## src/rtl/pe_decoder.sv

```systemverilog
// Index-to-vector decoder: registered one-hot pulse on Q per accepted idx, then an idle gap.
// Build option PE_DECODER_THERMO_EN drives a thermometer mask [idx:0] instead of one-hot.
// state | meaning
// IDLE  | in_ready high, waiting for an idx handshake
// HOLD  | Q driven non-zero, cnt counts remaining pulse cycles
// GAP   | Q forced to zero, cnt counts remaining idle cycles
module pe_decoder #(
  parameter int N         = 8,
  parameter int IDX_W     = $clog2(N),
  parameter int PULSE_LEN = 3,
  parameter int GAP_LEN   = 2
) (
  input  logic             clk,
  input  logic             rst,
  input  logic             in_valid,
  output logic             in_ready,
  input  logic [IDX_W-1:0] idx,
  output logic [N-1:0]     Q,
  output logic             q_valid,
  output logic             err,
  output logic [7:0]       acc_cnt
);

  typedef enum logic [1:0] {
    IDLE = 2'd0,
    HOLD = 2'd1,
    GAP  = 2'd2
  } state_t;

  state_t         state_q, state_d;
  logic [7:0]     cnt_q, cnt_d;
  logic [N-1:0]   q_q, q_d;
  logic           q_valid_q, q_valid_d;
  logic           err_q, err_d;
  logic [7:0]     acc_cnt_q, acc_cnt_d;
  logic           in_ready_q, in_ready_d;
  logic [N-1:0]   q_dec;
  logic           idx_in_range;

  assign idx_in_range = int'(idx) < N;

  always_comb begin
    q_dec = '0;
    for (int i = 0; i < N; i++) begin
`ifdef PE_DECODER_THERMO_EN
      q_dec[i] = (i <= int'(idx));
`else
      q_dec[i] = (i == int'(idx));
`endif
    end
  end

  always_comb begin
    state_d   = state_q;
    cnt_d     = cnt_q;
    q_d       = q_q;
    q_valid_d = q_valid_q;
    err_d     = 1'b0;
    acc_cnt_d = acc_cnt_q;
    unique case (state_q)
      IDLE: begin
        if (in_valid && in_ready_q) begin
          if (idx_in_range) begin
            q_d       = q_dec;
            q_valid_d = 1'b1;
            cnt_d     = 8'(PULSE_LEN - 1);
            acc_cnt_d = acc_cnt_q + 8'd1;
            state_d   = HOLD;
          end else begin
            err_d = 1'b1;
          end
        end
      end
      HOLD: begin
        if (cnt_q != 8'd0) begin
          cnt_d = cnt_q - 8'd1;
        end else begin
          q_d       = '0;
          q_valid_d = 1'b0;
          if (GAP_LEN > 0) begin
            cnt_d   = 8'(GAP_LEN - 1);
            state_d = GAP;
          end else begin
            state_d = IDLE;
          end
        end
      end
      GAP: begin
        q_d       = '0;
        q_valid_d = 1'b0;
        if (cnt_q != 8'd0) begin
          cnt_d = cnt_q - 8'd1;
        end else begin
          state_d = IDLE;
        end
      end
      default: begin
        q_d       = '0;
        q_valid_d = 1'b0;
        state_d   = IDLE;
      end
    endcase
    // in_ready is registered, so it follows the state we are about to enter
    in_ready_d = (state_d == IDLE);
  end

  always_ff @(posedge clk) begin
    if (rst) begin
      state_q    <= IDLE;
      cnt_q      <= 8'd0;
      q_q        <= '0;
      q_valid_q  <= 1'b0;
      err_q      <= 1'b0;
      acc_cnt_q  <= 8'd0;
      in_ready_q <= 1'b1;
    end else begin
      state_q    <= state_d;
      cnt_q      <= cnt_d;
      q_q        <= q_d;
      q_valid_q  <= q_valid_d;
      err_q      <= err_d;
      acc_cnt_q  <= acc_cnt_d;
      in_ready_q <= in_ready_d;
    end
  end

  assign in_ready = in_ready_q;
  assign Q        = q_q;
  assign q_valid  = q_valid_q;
  assign err      = err_q;
  assign acc_cnt  = acc_cnt_q;

endmodule

```

## config.mk

```make
export PLATFORM = sky130hd
export DESIGN_NAME = pe_decoder
export DESIGN_NICKNAME = d
export VERILOG_FILES = /design/src/rtl/pe_decoder.sv
export SDC_FILE = /design/constraint.sdc
export NUM_CORES = 1
export LEC_CHECK = 0
export BUFFER_PORTS_ARGS = -buffer_cell sky130_fd_sc_hd__buf_4
export CAP_MARGIN = 25
export CORE_AREA = 2 2 69 58
export DETAILED_ROUTE_END_ITERATION = 7
export DIE_AREA = 0 0 71 60
export SETUP_SLACK_MARGIN = 0.05
export SYNTH_ARGS = -nofsm -noshare
export SYNTH_HDL_FRONTEND = slang
export SYNTH_SLANG_ARGS = --single-unit
```

## constraint.sdc

```tcl
create_clock -name clk -period 1.8 [get_ports clk]
set_input_delay 0.09 -clock clk [delete_from_list [all_inputs] [get_ports clk]]
set_output_delay 0.09 -clock clk [all_outputs]
set_load 0.02 [all_outputs]
```

=== After elaboration in Yosys (flattened, before gate mapping) ===
Index checks and enable logic that the tools add are counted.

* Flip-flop bits (word level): 28
* Latch bits: 0
* Memory bits (writable): 0
* ROM bits: 0
* Bits of input ports: 6
* Output and inout bits: 19
* Memories: 0

* Add/sub/neg operators: 2
* Multiply operators: 0
* Div/mod/pow operators: 0
* $lt $le $gt $ge: 0
* Equality and inequality tests: 12
* Shift-type cells: 0
* Muxes and demuxes: 14
* Bitwise gates (word level): 0
* Reductions and logical operators: 9

{| class="wikitable"
|+ Operators by type and width
! kind !! number
|-
| 8-bit two-way mux || 5
|-
| 8-bit case mux with 3 select lines || 1
|-
| 8-bit case mux with 2 select lines || 1
|-
| 3-bit equality test (first input constant) || 4
|-
| 8-bit by 1-bit adder with 8-bit output (second input constant) || 1
|-
| 8-bit nonzero test || 1
|-
| 8-bit by 1-bit subtractor with 8-bit output (second input constant) || 1
|-
| 2-bit by 3-bit equality test with 1-bit output (first input constant) || 2
|-
| 2-bit two-way mux || 3
|-
| 2-bit inequality test (second input constant) || 3
|-
| 2-bit case mux with 3 select lines || 1
|-
| 2-bit logical NOT || 2
|-
| 2-bit AND reduction || 2
|-
| 1-bit by 3-bit equality test with 1-bit output (first input constant) || 1
|-
| 3-bit logical NOT || 1
|-
| 3-bit AND reduction || 1
|-
| 3-bit nonzero test || 1
|-
| 2-bit by 1-bit equality test with 1-bit output (second input constant) || 1
|-
| 2-bit equality test (second input constant) || 1
|-
| 1-bit two-way mux || 2
|-
| 1-bit case mux with 2 select lines || 1
|-
| 1-bit logical AND || 1
|}

=== Logic depth before layout (Yosys ltp) ===
* Depth in word-level cells: 4
* Gate-level depth with buffers: 7
* Depth with buffers taken out: 6

=== Worst setup path after synthesis ===
No wires, ideal clock.

* Path kind: flip-flop to flip-flop
* Start point: reg state_q[0]
* End point: reg cnt_q[7]
* Setup time: 0.070 ns
* Arrival time: 1.841 ns
* Data required time: 1.730 ns
* Slack: -0.111 ns
* Cell stages (with the launch flop): 7
* Path buffers: 0
* Period minus slack after synthesis: 1.911 ns
* Cells stage by stage: dfxtp_1 inv_1 ha_1 a21boi_0 a211o_1 or4b_1 a21oi_1

* Cells in the longest elaborated chain, start to end: 3
* Elaborated cells between the ends (all ways): 8
* Classes of those cells: eq/ne: 4; mux: 1; reduce/logical: 3

{| class="wikitable"
|+ RTL lines
! element !! RTL line !! RTL
|-
| from (decl) || 30 || <nowiki>state_t state_q, state_d;</nowiki>
|-
| from (signal assigned) || 117 || <nowiki>state_q <= state_d;</nowiki>
|-
| 2-bit equality test, or another cell as far along || 60 || <nowiki>unique case (state_q)</nowiki>
|-
| 2-bit inequality test (no source line) or 3-bit nonzero test (tied branches) || - ||
|-
| 3-bit AND reduction (no source line) || - ||
|-
| to (signal assigned) || 118 || <nowiki>cnt_q <= cnt_d;</nowiki>
|-
| to (decl) || 31 || <nowiki>logic [7:0] cnt_q, cnt_d;</nowiki>
|}

Parallel ways exist; a longest one is shown, timed or not.
A chain may end at the register's enable or synchronous reset.

=== Final worst setup path ===
* Start point: reg state_q[0]
* End point: reg cnt_q[3]

The elaborated chain is that of the path after synthesis.

==> impl_results.html <==
<table>
<tr><th>Metric</th><th>Value</th></tr>
<tr><th colspan="2">Detailed routing</th></tr>
<tr><td>Avg Vias per Cell</td><td>5.66</td></tr>
<tr><td>Vias after detailed routing</td><td>around 1,300</td></tr>
<tr><td>Post-detailed-route DRC marker count</td><td>0</td></tr>
<tr><td>Wire length per cell</td><td>15.8 um</td></tr>
<tr><td>Initial detailed-routing violation count</td><td>57</td></tr>
<tr><td>Detailed Route WL</td><td>3710 um</td></tr>
<tr><td>Count of TritonRoute iterations in the first routing pass</td><td>4</td></tr>
<tr><td>Final antenna-violating net count</td><td>0</td></tr>
<tr><th colspan="2">Worst setup path</th></tr>
<tr><td>Crit path launch type</td><td>flop</td></tr>
<tr><td>Gate family responsible for the most delay along the worst path</td><td>simple AND/OR/NAND/NOR gates</td></tr>
<tr><td>Reg-to-reg critical path startpoint</td><td>state_q[0]</td></tr>
<tr><td>Critical path type</td><td>flop to flop</td></tr>
<tr><td>Launching instance or port of the critical path</td><td>state_q[0]</td></tr>
<tr><td>Critical path data arrival time</td><td>between 2000 and 2500 ps</td></tr>
<tr><td>Critical path's slowest cell</td><td>sky130_fd_sc_hd__or4b_1</td></tr>
<tr><td>Req. time, crit path</td><td>2010 ps</td></tr>
<tr><td>Stages on the worst setup path</td><td>6</td></tr>
<tr><td>Crit end category</td><td>flop</td></tr>
<tr><td>Series of cell instances along the critical path</td><td>inv_4 &gt; ha_4 &gt; nor4bb_1 &gt; a211o_2 &gt; or4b_1 &gt; a21oi_1</td></tr>
<tr><td>Sum of buffers and inverters on the critical path</td><td>1</td></tr>
<tr><td>Stage delay of the slowest cell on the critical path</td><td>~480 ps</td></tr>
<tr><td>CP max FO</td><td>7</td></tr>
<tr><td>Count of cells along the worst register-to-register path</td><td>6</td></tr>
<tr><th colspan="2">STA</th></tr>
<tr><td>Setup violators final</td><td>0</td></tr>
<tr><td>Worst setup slack after layout</td><td>approximately 4.0 ps</td></tr>
<tr><td>Min Tclk post-route</td><td>between 1500 and 2000 ps</td></tr>
<tr><td>Part of the cycle the worst path needs</td><td>0.998</td></tr>
<tr><td>Total Negative Setup Slacks</td><td>0 ps</td></tr>
<tr><td>Maximum operating frequency</td><td>557 MHz</td></tr>
<tr><td>Final number of max-transition violations</td><td>0</td></tr>
<tr><td>Worst slack on hold paths</td><td>96.2 ps</td></tr>
<tr><td>Final Hold Violating Endpoints</td><td>0</td></tr>
<tr><td>Unrepaired setup endpoints after global routing</td><td>yes</td></tr>
<tr><td>Clock skew after layout</td><td>around 5.1 ps</td></tr>
<tr><th colspan="2">Finish</th></tr>
<tr><td>Post-layout nets</td><td>around 200</td></tr>
<tr><td>Post-synthesis to final-layout area growth</td><td>40.5%</td></tr>
<tr><td>Ant. Diodes</td><td>0</td></tr>
<tr><td>Share of final-layout standard cells stronger than drive strength 1</td><td>0.408</td></tr>
<tr><th colspan="2">Clocking</th></tr>
<tr><td>CTS tree</td><td>done</td></tr>
<tr><td>Clock network latency to the later pin of the worst-skew pair</td><td>around 280 ps</td></tr>
<tr><td>H-tree levels</td><td>1</td></tr>
<tr><td>Clk Tree Root Cell</td><td>sky130_fd_sc_hd__clkbuf_8</td></tr>
<tr><td>Clock-pin slew reported for the worst setup and hold paths after clock tree synthesis</td><td>roughly 90 ps</td></tr>
<tr><td>Sink Count</td><td>28</td></tr>
<tr><td>Inserted Clock Buffers</td><td>3</td></tr>
<tr><td>Max Root-Sink Buffers</td><td>2</td></tr>
<tr><th colspan="2">Outcome</th></tr>
<tr><td>Outcome</td><td>completed</td></tr>
<tr><th colspan="2">Die</th></tr>
<tr><td>Area of the placeable core</td><td>between 0.003 and 0.004 mm^2</td></tr>
<tr><td>DIE HEIGHT</td><td>around 60 um</td></tr>
<tr><td>Horizontal die dimension</td><td>around 71 um</td></tr>
<tr><td>Number of placement rows</td><td>20</td></tr>
<tr><td>IO Count</td><td>25</td></tr>
<tr><td>Initial Util</td><td>0.379</td></tr>
<tr><td>Overall die area</td><td>~0.0043 mm^2</td></tr>
<tr><th colspan="2">Power and ir drop</th></tr>
<tr><td>Total Power Consumption</td><td>around 3.6 mW</td></tr>
<tr><td>Power density over cell area</td><td>between 1500 and 2000 mW/mm^2</td></tr>
<tr><td>Power dissipated by switching net loads</td><td>between 1 and 1.5 mW</td></tr>
<tr><td>Fraction of power spent switching nets</td><td>0.410</td></tr>
<tr><td>Proportion of power drawn by combinational gates</td><td>0.589</td></tr>
<tr><td>Design internal power</td><td>~2.1 mW</td></tr>
<tr><td>Worst IR Drop VDD</td><td>1150 uV</td></tr>
<tr><td>Sequential Power Share</td><td>0.272</td></tr>
<tr><td>Total leakage power</td><td>between 0.7 and 0.8 nW</td></tr>
<tr><td>Fraction of power consumed by the clock network</td><td>0.139</td></tr>
<tr><th colspan="2">Global routing</th></tr>
<tr><td>Largest net degree at the start of global routing</td><td>18</td></tr>
<tr><td>Wire length of the first global-routing pass</td><td>5820 um</td></tr>
<tr><td>Number of global-route vias before repair</td><td>between 1,000 and 1,500</td></tr>
<tr><td>Number of antenna violations at the first check in global routing</td><td>0</td></tr>
<tr><td>Total Routing Usage GR</td><td>0.173</td></tr>
<tr><td>Sum of overflow across all layers after global routing</td><td>0</td></tr>
<tr><th colspan="2">Synthesis</th></tr>
<tr><td>Synthesized flop and latch total</td><td>28</td></tr>
<tr><td>Combined area of all synthesized cells</td><td>around 0.0014 mm^2</td></tr>
<tr><td>Post-synth ARST share</td><td>0</td></tr>
<tr><td>Most used flip-flop cell after synthesis</td><td>sky130_fd_sc_hd__dfxtp_1</td></tr>
<tr><td>Area fraction of the dominant cell type after synthesis</td><td>0.408</td></tr>
<tr><td>Cell taking the most area after synthesis</td><td>sky130_fd_sc_hd__dfxtp_1</td></tr>
<tr><td>Number of standard cells after synthesis</td><td>149</td></tr>
<tr><td>Count of flip-flops with a built-in enable after synthesis</td><td>0</td></tr>
<tr><td>Count of warnings emitted by yosys</td><td>0</td></tr>
<tr><td>Per-instance average area after synthesis</td><td>between 9 and 10 um^2</td></tr>
<tr><td>Largest cells by area after synthesis</td><td>sky130_fd_sc_hd__dfxtp_1, sky130_fd_sc_hd__ha_1, sky130_fd_sc_hd__a21oi_1</td></tr>
<tr><td>Share of synthesized area occupied by flip-flops and latches</td><td>0.408</td></tr>
<tr><td>Count of cell types in the netlist</td><td>between 40 and 50</td></tr>
<tr><td>Syn Nets</td><td>162</td></tr>
<tr><th colspan="2">Worst hold path</th></tr>
<tr><td>Instance count along the most critical hold path</td><td>2</td></tr>
<tr><td>Worst hold start</td><td>idx[1]</td></tr>
<tr><td>Class of the tightest hold or removal check</td><td>input port to flop</td></tr>
<tr><th colspan="2">Job</th></tr>
<tr><td>Number of max-cap violations</td><td>0</td></tr>
<tr><th colspan="2">Placed design</th></tr>
<tr><td>Count of port buffers added during placement</td><td>23</td></tr>
<tr><td>Final RePlAce weighted congestion</td><td>approximately 0.82</td></tr>
<tr><td>Worst Setup Slack post-DPL</td><td>-101 ps</td></tr>
<tr><td>DP Wirelength</td><td>roughly 2500 um</td></tr>
</table>
-- repair_timing --
item                       in CTS  in global routing
setup endpoints to repair      15                 16
hold endpoints to repair        0                  0
buffers inserted                3                  2
hold buffers                    0                  0
pin swaps                       5                 12
resized for setup              11                 15
-- stage by stage --
step,instance area (um^2),cells,utilization
after detailed placement,1720,226,0.475
after global routing,1930,235,0.532
final,1930,235,0.532
after CTS,1860,233,0.512
after floorplan,1410,149,-
after global placement,1720,226,0.475
-- Yosys cell counts, drive strengths merged (4+ instances only) --
cell type	instances
a21oi	15
a22o	4
a32o	4
dfxtp	28
ha	7
inv	6
nand2	6
nor2	13
nor3	5
o21ai	9
or3	4
-- registers in the layout, indices dropped and copies added, names as in the netlist --
name / flops
Q: 8
q_valid: 1
in_ready: 1
state_q: 2
acc_cnt: 8
cnt_q: 8
-- cells in the final DEF, fill, tap and decap left out, types with 4 or more instances in the layout --
cell type and n:
sky130_fd_sc_hd__dfxtp_2 4, sky130_fd_sc_hd__buf_4 41, sky130_fd_sc_hd__ha_1 4, sky130_fd_sc_hd__nor3_1 4, sky130_fd_sc_hd__a22o_1 4, sky130_fd_sc_hd__a32o_1 4
sky130_fd_sc_hd__a21oi_1 11, sky130_fd_sc_hd__o21ai_0 8, sky130_fd_sc_hd__nand2_1 6, sky130_fd_sc_hd__nor2_1 13, sky130_fd_sc_hd__dfxtp_1 22
-- logic make-up after synthesis --
kind of cell    synth area share
flops                      0.408
simple gates               0.222
fa+ha+maj                 0.0637
xor+xnor                  0.0383
compound gates             0.235
other cells              0.00273
buf+inv                   0.0301
-- path summary, 6_finish.rpt --
check,endpoint,slack (ps)
hold reg to reg,Q[7],480
hold / removal,Q[7],100
setup reg to reg,cnt_q[3],4
setup / recovery,cnt_q[3],4
-- power groups by stage --
stage                     Clock [mW]  Combinational [mW]  Sequential [mW]
after floorplan                    0                1.08            0.990
after global placement             0                1.71            0.948
after detailed placement           0                1.76            0.954
after CTS                      0.515                1.91            0.956
after global routing           0.536                2.31             1.01
final                          0.503                2.14            0.987
-- layout make-up --
class	count	area (um^2)
Clock inverter	1	30.0
Fill cell	319	1700
Sequential cell	28	573
Timing Repair Buffer	42	319
Inverter	6	27.5
Tap cell	44	55.1
Multi-Input combinational cell	111	885
Clock buffer	3	41.3
-- per-layer routing --
layer  track usage  routed length, um
met5             0                  0
met4        0.0620                 72
met3        0.0422                140
met2         0.291               1760
met1         0.220               1730
Note: power is estimated with default switching activity, not from simulation.
